`config.mk`:
```
export PLATFORM = sky130hd
export DESIGN_NAME = instr_mem_ctrl
export DESIGN_NICKNAME = d
export VERILOG_FILES = /design/src/rtl/instr_mem_ctrl_pkg.sv /design/src/rtl/instr_ld_counter.sv /design/src/rtl/instr_mem_ctrl.sv
export SDC_FILE = /design/constraint.sdc
export NUM_CORES = 1
export LEC_CHECK = 0
export ABC_AREA = 1
export BUFFER_PORTS_ARGS = -buffer_cell sky130_fd_sc_hd__buf_4
export CAP_MARGIN = 20
export CORE_ASPECT_RATIO = 1.1
export CORE_MARGIN = 8
export CORE_UTILIZATION = 34
export CTS_CLUSTER_SIZE = 10
export DETAILED_ROUTE_END_ITERATION = 12
export PLACE_DENSITY = 0.74
export SYNTH_ARGS = -nofsm -noshare
export SYNTH_HDL_FRONTEND = slang
export SYNTH_HIERARCHICAL = 1
export SYNTH_SLANG_ARGS = --single-unit
```
`constraint.sdc`:
```
create_clock -name clk -period 1.18 [get_ports clk]
set_clock_uncertainty 0.1 [all_clocks]
set_input_delay 0.236 -clock clk [delete_from_list [all_inputs] [get_ports clk]]
set_output_delay 0.236 -clock clk [all_outputs]
set_load 0.005 [all_outputs]
```
`src/rtl/instr_mem_ctrl_pkg.sv`:
```
// Shared definitions for the instruction memory controller: controller state
// encoding, size defaults and the opcode constants used by the core's halt logic.
package instr_mem_ctrl_pkg;

  localparam int unsigned DATA_WIDTH_DEF = 8;
  localparam int unsigned ADDR_WIDTH_DEF = 8;

  typedef enum logic {
    LOAD = 1'b0,
    RUN  = 1'b1
  } state_e;

  localparam logic [7:0] OP_ENDOP = 8'd28;

  function automatic logic is_endop(input logic [7:0] opcode);
    return opcode == OP_ENDOP;
  endfunction

endpackage

```
`src/rtl/instr_ld_counter.sv`:
```
// Loader write pointer: advances two bytes per accepted word and clears on
// return to LOAD. It saturates at a full memory instead of wrapping.
module instr_ld_counter
  import instr_mem_ctrl_pkg::*;
#(
  parameter int unsigned ADDR_WIDTH = ADDR_WIDTH_DEF
) (
  input  logic                clk,
  input  logic                rst_n,
  input  logic                inc,
  input  logic                clr,
  output logic [ADDR_WIDTH:0] prog_len,
  output logic                load_full
);

  logic [ADDR_WIDTH:0] wr_ptr_q, wr_ptr_d;

  always_comb begin
    wr_ptr_d = wr_ptr_q;
    if (clr) begin
      wr_ptr_d = '0;
    end else if (inc && !load_full) begin
      wr_ptr_d = wr_ptr_q + (ADDR_WIDTH + 1)'(2);
    end
  end

  always_ff @(posedge clk or negedge rst_n) begin
    if (!rst_n) begin
      wr_ptr_q <= '0;
    end else begin
      wr_ptr_q <= wr_ptr_d;
    end
  end

  // The pointer moves in steps of two from zero, so it lands exactly on 2^ADDR_WIDTH.
  assign load_full = wr_ptr_q[ADDR_WIDTH];
  assign prog_len  = wr_ptr_q;

endmodule

```
`src/rtl/instr_mem_ctrl.sv`:
```
// Shares the single instruction memory port between the program loader (LOAD)
// and the core fetch stage (RUN) with a one-cycle registered read path.
module instr_mem_ctrl
  import instr_mem_ctrl_pkg::*;
#(
  parameter int unsigned DATA_WIDTH = DATA_WIDTH_DEF,
  parameter int unsigned ADDR_WIDTH = ADDR_WIDTH_DEF
) (
  input  logic                    clk,
  input  logic                    rst_n,
  input  logic                    ld_valid,
  input  logic [2*DATA_WIDTH-1:0] ld_data,
  output logic                    ld_ready,
  input  logic                    ld_done,
  input  logic                    ld_restart,
  input  logic                    fetch_req,
  input  logic [ADDR_WIDTH-1:0]   fetch_addr,
  output logic                    fetch_ready,
  output logic                    fetch_valid,
  output logic [DATA_WIDTH-1:0]   fetch_instr,
  input  logic                    cpu_halt,
  output logic                    running,
  output logic [ADDR_WIDTH:0]     prog_len,
  output logic                    load_full,
  output logic                    mem_we,
  output logic [2*DATA_WIDTH-1:0] mem_w_instr,
  output logic [ADDR_WIDTH-1:0]   mem_w_addr,
  output logic [ADDR_WIDTH-1:0]   mem_r_addr,
  input  logic [DATA_WIDTH-1:0]   mem_r_instr
);

  state_e state_q, state_d;
  logic   fetch_valid_q, fetch_valid_d;
  logic   ld_accept, fetch_accept, ctr_clr;

  instr_ld_counter #(
    .ADDR_WIDTH(ADDR_WIDTH)
  ) u_ld_counter (
    .clk      (clk),
    .rst_n    (rst_n),
    .inc      (ld_accept),
    .clr      (ctr_clr),
    .prog_len (prog_len),
    .load_full(load_full)
  );

  always_comb begin
    state_d       = state_q;
    ctr_clr       = 1'b0;
    ld_accept     = (state_q == LOAD) && !load_full && ld_valid;
    fetch_accept  = (state_q == RUN) && fetch_req;
    fetch_valid_d = fetch_accept;
    case (state_q)
      LOAD: begin
        // A word accepted alongside ld_done makes the program non-empty.
        if (ld_done && ((prog_len != '0) || ld_accept)) begin
          state_d = RUN;
        end
      end
      RUN: begin
        if (cpu_halt || ld_restart) begin
          state_d = LOAD;
          ctr_clr = 1'b1;
        end
      end
      default: state_d = LOAD;
    endcase
  end

  always_ff @(posedge clk or negedge rst_n) begin
    if (!rst_n) begin
      state_q       <= LOAD;
      fetch_valid_q <= 1'b0;
    end else begin
      state_q       <= state_d;
      fetch_valid_q <= fetch_valid_d;
    end
  end

  assign ld_ready    = (state_q == LOAD) && !load_full;
  assign fetch_ready = (state_q == RUN);
  assign running     = (state_q == RUN);
  assign fetch_valid = fetch_valid_q;
  assign fetch_instr = fetch_valid_q ? mem_r_instr : '0;

  assign mem_we      = ld_accept;
  assign mem_w_addr  = ld_accept ? prog_len[ADDR_WIDTH-1:0] : '0;
  assign mem_w_instr = ld_accept ? ld_data : '0;
  assign mem_r_addr  = fetch_addr;

endmodule

```
; Yosys cells after proc, flatten, opt, wreduce, memory -nomap -nowiden
; Index checks and enable logic that the tools add are counted.
[totals]
ff_bits = 11
inputBits = 39
output_inout_bits = 55
word_cells = 25
[classes]
n_addsub = 1
muxes = 10
n_bitwise = 1
reduce_logical = 10
[ops]
columns = op, n
row1 = 9-bit two-way mux, 2
row2 = 16-bit two-way mux, 1
row3 = 8-bit two-way mux, 2
row4 = "9-bit by 2-bit adder with 9-bit output, second input constant", 1
row5 = 9-bit nonzero test, 1
row6 = 1-bit logical AND, 5
row7 = 1-bit two-way mux, 4
row8 = 1-bit logical OR, 2
row9 = 1-bit one-hot mux with 2 select lines, 1
row10 = 2-bit nonzero test, 1
row11 = 1-bit logical NOT, 1
row12 = 1-bit NOT, 1

; Logic depth before layout (Yosys ltp)
; Gate-level depths: netlist of the first run.
[depth]
ltp_word = 7
ltp_mapped = 9
mapped_depth_nobuf = 9

; Hierarchy
; Netlist of the first run, hierarchy kept.
[modules_own_cells]
columns = mod, instances, cells_per_inst, area_per_inst_um2, seq_area_each_um2
row1 = instr_mem_ctrl, 1, 102, 671.9, 50.0
row2 = instr_ld_counter, 1, 53, 417.9, 200.2

; Least setup slack after synthesis of the first run
; No wires, ideal clock.
[synth_path]
kind = register to register
start = register u_ld_counter.wr_ptr_q[8], in the netlist u_ld_counter/prog_len[8]
end = register u_ld_counter.wr_ptr_q[7], in the netlist u_ld_counter/prog_len[7]
setup_ns = 0.118
arrival_time_ns = 1.131
required_time_ns = 0.962
slack_ns = -0.169
path_stages_with_launch = 9
path_buffers = 0
synth_period_minus_slack_ns = 1.349
path_cell_list = dfrtp_1 inv_1 nand2_4 nor2_8 nand4_1 nor2_2 nand2_1 nand2_1 nor2_1
[synth_via]
elab_chain_cells = 5
[synth_rtl]
columns = item, line_no
row1 = "start, declared", instr_ld_counter.sv:16  ; logic [ADDR_WIDTH:0] wr_ptr_q, wr_ptr_d;
row2 = "start signal, assigned", instr_ld_counter.sv:31  ; wr_ptr_q <= wr_ptr_d;
row3 = 1-bit logical NOT, instr_mem_ctrl.sv:50  ; ld_accept = (state_q == LOAD) && !load_full && ld_valid;
row4 = 1-bit logical AND (2 in a row), instr_mem_ctrl.sv:50
row5 = named net mem_we, instr_mem_ctrl.sv:25  ; output logic mem_we,
row6 = 1-bit logical AND, instr_ld_counter.sv:22  ; end else if (inc && !load_full) begin
row7 = 2-bit nonzero test (no line), --
; The timed path passes the listed nets, and every way through them passes these cells.
; A chain may end at the register's enable or synchronous reset.

; Worst setup path in the final report of the first run
[layout_path]
start = register u_ld_counter.wr_ptr_q[8], in the netlist u_ld_counter/prog_len[8]
end = output mem_w_instr[8]
[layout_via]
elab_chain_cells = 4
[layout_rtl]
columns = item, line_no
row1 = 1-bit logical NOT, instr_mem_ctrl.sv:50
row2 = 1-bit logical AND (2 in a row), instr_mem_ctrl.sv:50
row3 = 16-bit two-way mux, instr_mem_ctrl.sv:88  ; assign mem_w_instr = ld_accept ? ld_data : '0;
row4 = "end, declared", instr_mem_ctrl.sv:26  ; output logic [2*DATA_WIDTH-1:0] mem_w_instr,
; Every way passes these cells.

==> flow_metrics.tcl, run 1 <==
set metrics [dict create \
    first_pass_iters 4 \
    comb_power_share_pct 69.3 \
    rrSetupSlack_ns -0.32 \
    cap_violations 0 \
    syn_area_per_cell_um2 7.03 \
    ant_nets 0 \
    cts_made_buffers 3 \
    post_layout_nonfiller_instances 284 \
    grtUsageTotal_pct 12.5 \
    hold_class "in2reg" \
    whs_ns 0.0731 \
    fin_util_pct 68.4 \
    finalHoldViolations 0 \
    power.leakage_nw 1.16 \
    post-place-cells 265 \
    hp-start "fetch_req" \
    row_count 21 \
    end_kind "output port" \
    slowest_stage "dfrtp_1" \
    rsz0062_at_grt "yes" \
    crit_required_ns 0.84 \
    dieArea_um2 5280 \
    netlist_area_um2 1090 \
    worstSetupStartpoint "u_ld_counter/prog_len[8]" \
    nNetsFinal 292 \
    slew_violations 0 \
    htreeDepth 1 \
    whs_endpoint "fetch_valid" \
    nFillCells 229 \
    synth.ff_latch_count 10 \
    slowest_delay_ns 0.40 \
    critPathLaunchType "flop" \
    ys_seq_area_share_pct 23.0 \
    fin_setup_tns_ns -15.53 \
    num_vias 1228 \
    cts.sinks 10 \
    setup_ws_ns -0.469 \
    status "finished with violations" \
    die_h_um 75.4 \
    finalPower_mw 2.22 \
    dp_hpwl_mm 2.75 \
    drive_gt1_share_pct 66.8 \
    synth_cells 155 \
    p_clk_share_pct 10.1 \
    place_area_um2 1710 \
    vdd_drop_max_mv 0.834 \
    critPathMaxFanout 10 \
    max_freq_mhz 607 \
    pre_cts_slack_ns -0.227 \
    area_growth_pct 91.3 \
    timing.rr.end "u_ld_counter/prog_len[7]" \
    clk_pin_slew_ns 0.06 \
    timing.rr.start "u_ld_counter/prog_len[8]" \
    post-route-period-util_pct 140 \
    gr-total-overflow 0 \
    clk_latency_ns 0.26 \
    cts-root-buf "clkbuf_4" \
    drt_iter0_markers 26 \
    initial_utilization_pct 35.8 \
    layout_common_cells "60 x buf_4, 43 x buf_6, 33 x inv_1" \
    internal-power_mw 1.37 \
    synth_warnings 6 \
    design_area_um2 2080 \
    num_antenna_cells 0 \
    crit_type "reg2out" \
    fp.coreArea_um2 3050 \
    wl_per_cell_um 12.8 \
    cellPowerDensity_nw_per_um2 1070 \
    vias_per_cell 4.32 \
    cp.arrival_ns 1.31 \
    antenna_found_initial 0 \
    die_w_um 70.0 \
    grt_pass1_vias 1205 \
    p_sw_share_pct 38.3 \
    synth_cell_types 21 \
    r2r_cells 9 \
    grt_pass1_wl_mm 5.48 \
    port_buffers 75 \
    syn-num-nets 195 \
    ioPinCount 94 \
    layout_commonest_cell "buf_4" \
    fin_crit_ns 1.65 \
    wl_mm 3.62 \
    gp_congestion 0.855 \
    p_sw_mw 0.851 \
    setup_viol 49 \
    grt_max_degree 11 \
    cts.path.max_buffers 2 \
    drcViolationCount 0 \
    violations "negative setup slack" \
    cts_tree "done" \
    seqPwrFrac_pct 20.6 \
    whs_path_depth 3 \
    cp_cell_sequence "inv_2, nand2_4, nor2_8, inv_6, buf_12, nor2_4, buf_6" \
]
==> Yosys cell counts <==
master | n | area, um^2
buf_4 | 11 | 82.6
nand3_1 | 3 | 15.0
nor2_2 | 1 | 6.26
inv_1 | 45 | 169
inv_4 | 1 | 6.26
dfrtp_1 | 10 | 250
buf_12 | 2 | 40.0
o21ai_0 | 2 | 10.0
nand2_2 | 1 | 6.26
nand2_4 | 1 | 11.3
nand3_2 | 1 | 10.0
ha_1 | 1 | 12.5
a21oi_1 | 7 | 35.0
nor2_4 | 21 | 236
nor2_8 | 1 | 20.0
nand2_1 | 27 | 101
nand4_1 | 1 | 6.26
nor2_1 | 15 | 56.3
inv_2 | 2 | 7.51
clkbuf_1 | 1 | 3.75
conb_1 | 1 | 3.75
==> worst max-delay path by stage <==
stage / endpoint / slack (ns) / cells past startpoint
floorplan: mem_w_addr[2] / -0.15 / 6
global placement: mem_w_instr[8] / -0.19 / 7
detailed placement: mem_w_instr[14] / -0.23 / 7
CTS: mem_w_instr[14] / -0.48 / 7
global route: mem_w_instr[8] / -0.53 / 7
finish: mem_w_instr[8] / -0.47 / 7
==> flip-flops by register name (all words and copies together), names as in the netlist <==
| signal | cells |
|---|---|
| fetch_ready | 1 |
| fetch_valid | 1 |
| u_ld_counter/prog_len | 8 |
==> power by group through the flow <==
stage,Clock [mW],Sequential [mW],Combinational [mW]
after global routing,0.251,0.462,1.68
final,0.224,0.458,1.54
after floorplan,0,0.476,0.601
after global placement,0,0.461,1.17
after detailed placement,0,0.461,1.19
after CTS,0.234,0.456,1.43
==> routing by layer <==
metal / routed length [um] / part of all wire (%) / global-route usage, % / vias up
li1: - / - / - / 611
met1: 1350 / 37 / 13.3 / 565
met2: 1980 / 55 / 22.9 / 52
met3: 292 / 8.1 / 4.43 / 0
met4: 0 / 0 / 3.57 / 0
met5: 0 / 0 / 0 / -
==> worst max-delay path, delay by kind of cell, from the launching register on <==
| family | cells | cell delay, ns |
|---|---|---|
| buffers and inverters | 4 | 0.39 |
| and+or+nand+nor | 3 | 0.27 |
| DFF | 1 | 0.40 |
==> cells by family (layout without fill, tap and decap cells) <==
logic type               after synthesis  count (layout)  share of synthesized area, %
AND/OR/NAND/NOR                       72              72                          43.1
AO/OA/AOI/OAI                          9               9                          4.13
flip-flops                            10              10                          23.0
adder cells (fa/ha/maj)                1               1                          1.15
buffers and inverters                 62             157                          28.4
other                                  1               1                         0.344
==> area by class of cell <==
cell class	count	area, um^2	share of cell area [%]
clock buffer	3	22.5	1.08
tap	34	42.5	2.04
timing repair buffer	106	985	47.2
sequential	10	255	12.2
multi-input combinational	83	594	28.5
inverter	48	185	8.88
==> timing repair <==
item / 4_1_cts / 5_1_grt
hold buffers: 1 / 0
setup endpoints to repair: 53 / 53
gates resized for setup: 44 / 37
setup buffers: 10 / 5
endpoints found under the hold margin: 10 / 0
pin swaps: 4 / 9
Power figures use the tool's default switching activity.
==> run 2, diff against run 1 <==
--- a/config.mk
+++ b/config.mk
@@ -10,10 +10,10 @@
 export CAP_MARGIN = 20
 export CORE_ASPECT_RATIO = 1.1
 export CORE_MARGIN = 8
-export CORE_UTILIZATION = 34
+export CORE_UTILIZATION = 38
 export CTS_CLUSTER_SIZE = 10
 export DETAILED_ROUTE_END_ITERATION = 12
-export PLACE_DENSITY = 0.74
+export PLACE_DENSITY = 0.78
 export SYNTH_ARGS = -nofsm -noshare
 export SYNTH_HDL_FRONTEND = slang
 export SYNTH_HIERARCHICAL = 1
==> constraint.sdc (replaced) <==
create_clock -name clk -period 1.69 [get_ports clk]
set_clock_uncertainty 0.1 [all_clocks]
set_input_delay 0.338 -clock clk [delete_from_list [all_inputs] [get_ports clk]]
set_output_delay 0.338 -clock clk [all_outputs]
set_load 0.005 [all_outputs]
==> flow_metrics.tcl, run 2 (same netlist as run 1, synthesis figures left out) <==
set metrics [dict create \
    drive_gt1_share_pct 51.9 \
    num_vias 1125 \
    status "finished with violations" \
    r2r_cells 9 \
    row_count 20 \
    cts.path.max_buffers 2 \
    grt_pass1_wl_mm 4.82 \
    nFillCells 248 \
    initial_utilization_pct 39.6 \
    htreeDepth 1 \
    num_antenna_cells 0 \
    crit_required_ns 1.25 \
    vias_per_cell 4.23 \
    crit_buf_inv 4 \
    power.leakage_nw 1.07 \
    ant_nets 0 \
    whs_path_depth 3 \
    crit_type "reg2out" \
    cap_violations 0 \
    critPathMaxFanout 9 \
    clk_pin_slew_ns 0.06 \
    nNetsFinal 274 \
    port_buffers 75 \
    vdd_drop_max_mv 0.659 \
    grtUsageTotal_pct 12.2 \
    timing.rr.end "u_ld_counter/prog_len[7]" \
    gr-total-overflow 0 \
    timing.rr.start "fetch_ready" \
    crit_family "buffers and inverters" \
    design_area_um2 1810 \
    rsz0062_at_grt "yes" \
    wl_per_cell_um 11.7 \
    drcViolationCount 0 \
    rrSetupSlack_ns 0.18 \
    slew_violations 0 \
    finalHoldViolations 0 \
    grt_max_degree 12 \
    layout_common_cells "67 x buf_4, 44 x inv_1, 27 x nand2_1" \
    slowest_delay_ns 0.38 \
    setup_ws_ns -0.0403 \
    grt_pass1_vias 1078 \
    post-route-period-util_pct 102 \
    cp.arrival_ns 1.29 \
    dieArea_um2 4840 \
    die_w_um 67.1 \
    hp-start "fetch_req" \
    setup_viol 20 \
    cp_cell_sequence "inv_2, nand2_4, nor2_8, inv_8, clkbuf_16, nor2_4, buf_6" \
    end_kind "output port" \
    antenna_found_initial 0 \
    layout_commonest_cell "buf_4" \
    fin_crit_ns 1.73 \
    cts-root-buf "clkbuf_4" \
    place_area_um2 1630 \
    fp.coreArea_um2 2750 \
    gp_congestion 0.735 \
    first_pass_iters 4 \
    hold_class "in2reg" \
    violations "negative setup slack" \
    ioPinCount 94 \
    max_freq_mhz 578 \
    critPathLaunchType "flop" \
    cts_tree "done" \
    whs_endpoint "fetch_valid" \
    drt_iter0_markers 27 \
    cts_made_buffers 3 \
    largest_register_ffs 8 \
    cellPowerDensity_nw_per_um2 754 \
    die_h_um 72.2 \
    dp_hpwl_mm 2.56 \
    finalPower_mw 1.37 \
    slowest_stage "dfrtp_1" \
    area_growth_pct 66.1 \
    cts.sinks 10 \
    clk_latency_ns 0.26 \
    wl_mm 3.10 \
]
## run 2: changes by cell type in the layout (fill, tap and decap cells not counted), moves of 5 or more
cell     change
inv_2       -11
nand2_1      +8
nand2_2      -5
inv_1       +11
buf_4        +7
buf_6       -26
## run 2: worst max path at each step
stage,start,endpoint,slack [ns],cells after the start
floorplan,u_ld_counter/prog_len[8],mem_w_addr[2],0.25,6
global placement,ld_valid,mem_w_instr[3],0.14,7
detailed placement,ld_valid,mem_w_addr[6],0.13,7
CTS,fetch_ready,mem_w_instr[14],-0.07,7
global route,fetch_ready,mem_w_instr[11],-0.11,7
finish,fetch_ready,mem_w_instr[13],-0.04,7
## run 2: area by class of cell
type,count,area (um^2),area share [%]
repair buffers,88,764,42.2
multi-input cells,83,531,29.3
flip-flops and latches,10,250,13.8
inverters,48,188,10.4
well taps,33,41.3,2.28
clock buffers,4,36.3,2.00
## run 2: power by group
part           switching, mW  total [mW]  internal [mW]  leakage, nW
Combinational          0.373       0.813          0.440        0.909
Sequential            0.0611       0.339          0.278        0.135
Clock                 0.0825       0.213          0.131       0.0210
Total                  0.516        1.37          0.849         1.07
## run 2: what timing repair did
item / CTS / global route
endpoints found under the setup margin: 18 / 20
pin swaps: 0 / 0
hold buffers: 1 / 0
hold endpoints to repair: 10 / 0
gates cloned: 0 / 1
buffers inserted: 4 / 1
resized for setup: 22 / 0
## run 2: worst reg2reg max path, cell delays in order, from the launching register on
cell     delay, ns
dfrtp_1       0.38
inv_2         0.08
nand2_4       0.07
nor2_8        0.12
buf_4         0.16
nand4_1       0.19
nor2_2        0.15
nand2_1       0.06
nand2_1       0.05
nor2_1        0.05
## run 2: routing by layer
| layer | wire [um] | track usage, % | vias up |
|---|---|---|---|
| li1 | - | - | 576 |
| met1 | 1200 | 13.1 | 508 |
| met2 | 1670 | 23.0 | 39 |
| met3 | 213 | 2.00 | 2 |
| met4 | 15 | 4.19 | 0 |
| met5 | 0 | 0 | - |
## run 2: stage by stage
step / std cells / hold slack, ns / utilization (%) / worst slack (ns) / TNS (ns)
after detailed placement: 255 / 0.0723 / 59.0 / 0.133 / 0
after global placement: 255 / 0.0761 / 59.0 / 0.142 / 0
after CTS: 264 / 0.154 / 64.6 / -0.0679 / -0.901
after floorplan: 155 / -0.0576 / - / 0.251 / 0
final: 266 / 0.160 / 65.8 / -0.0403 / -0.506
after global routing: 266 / 0.155 / 65.8 / -0.110 / -1.88
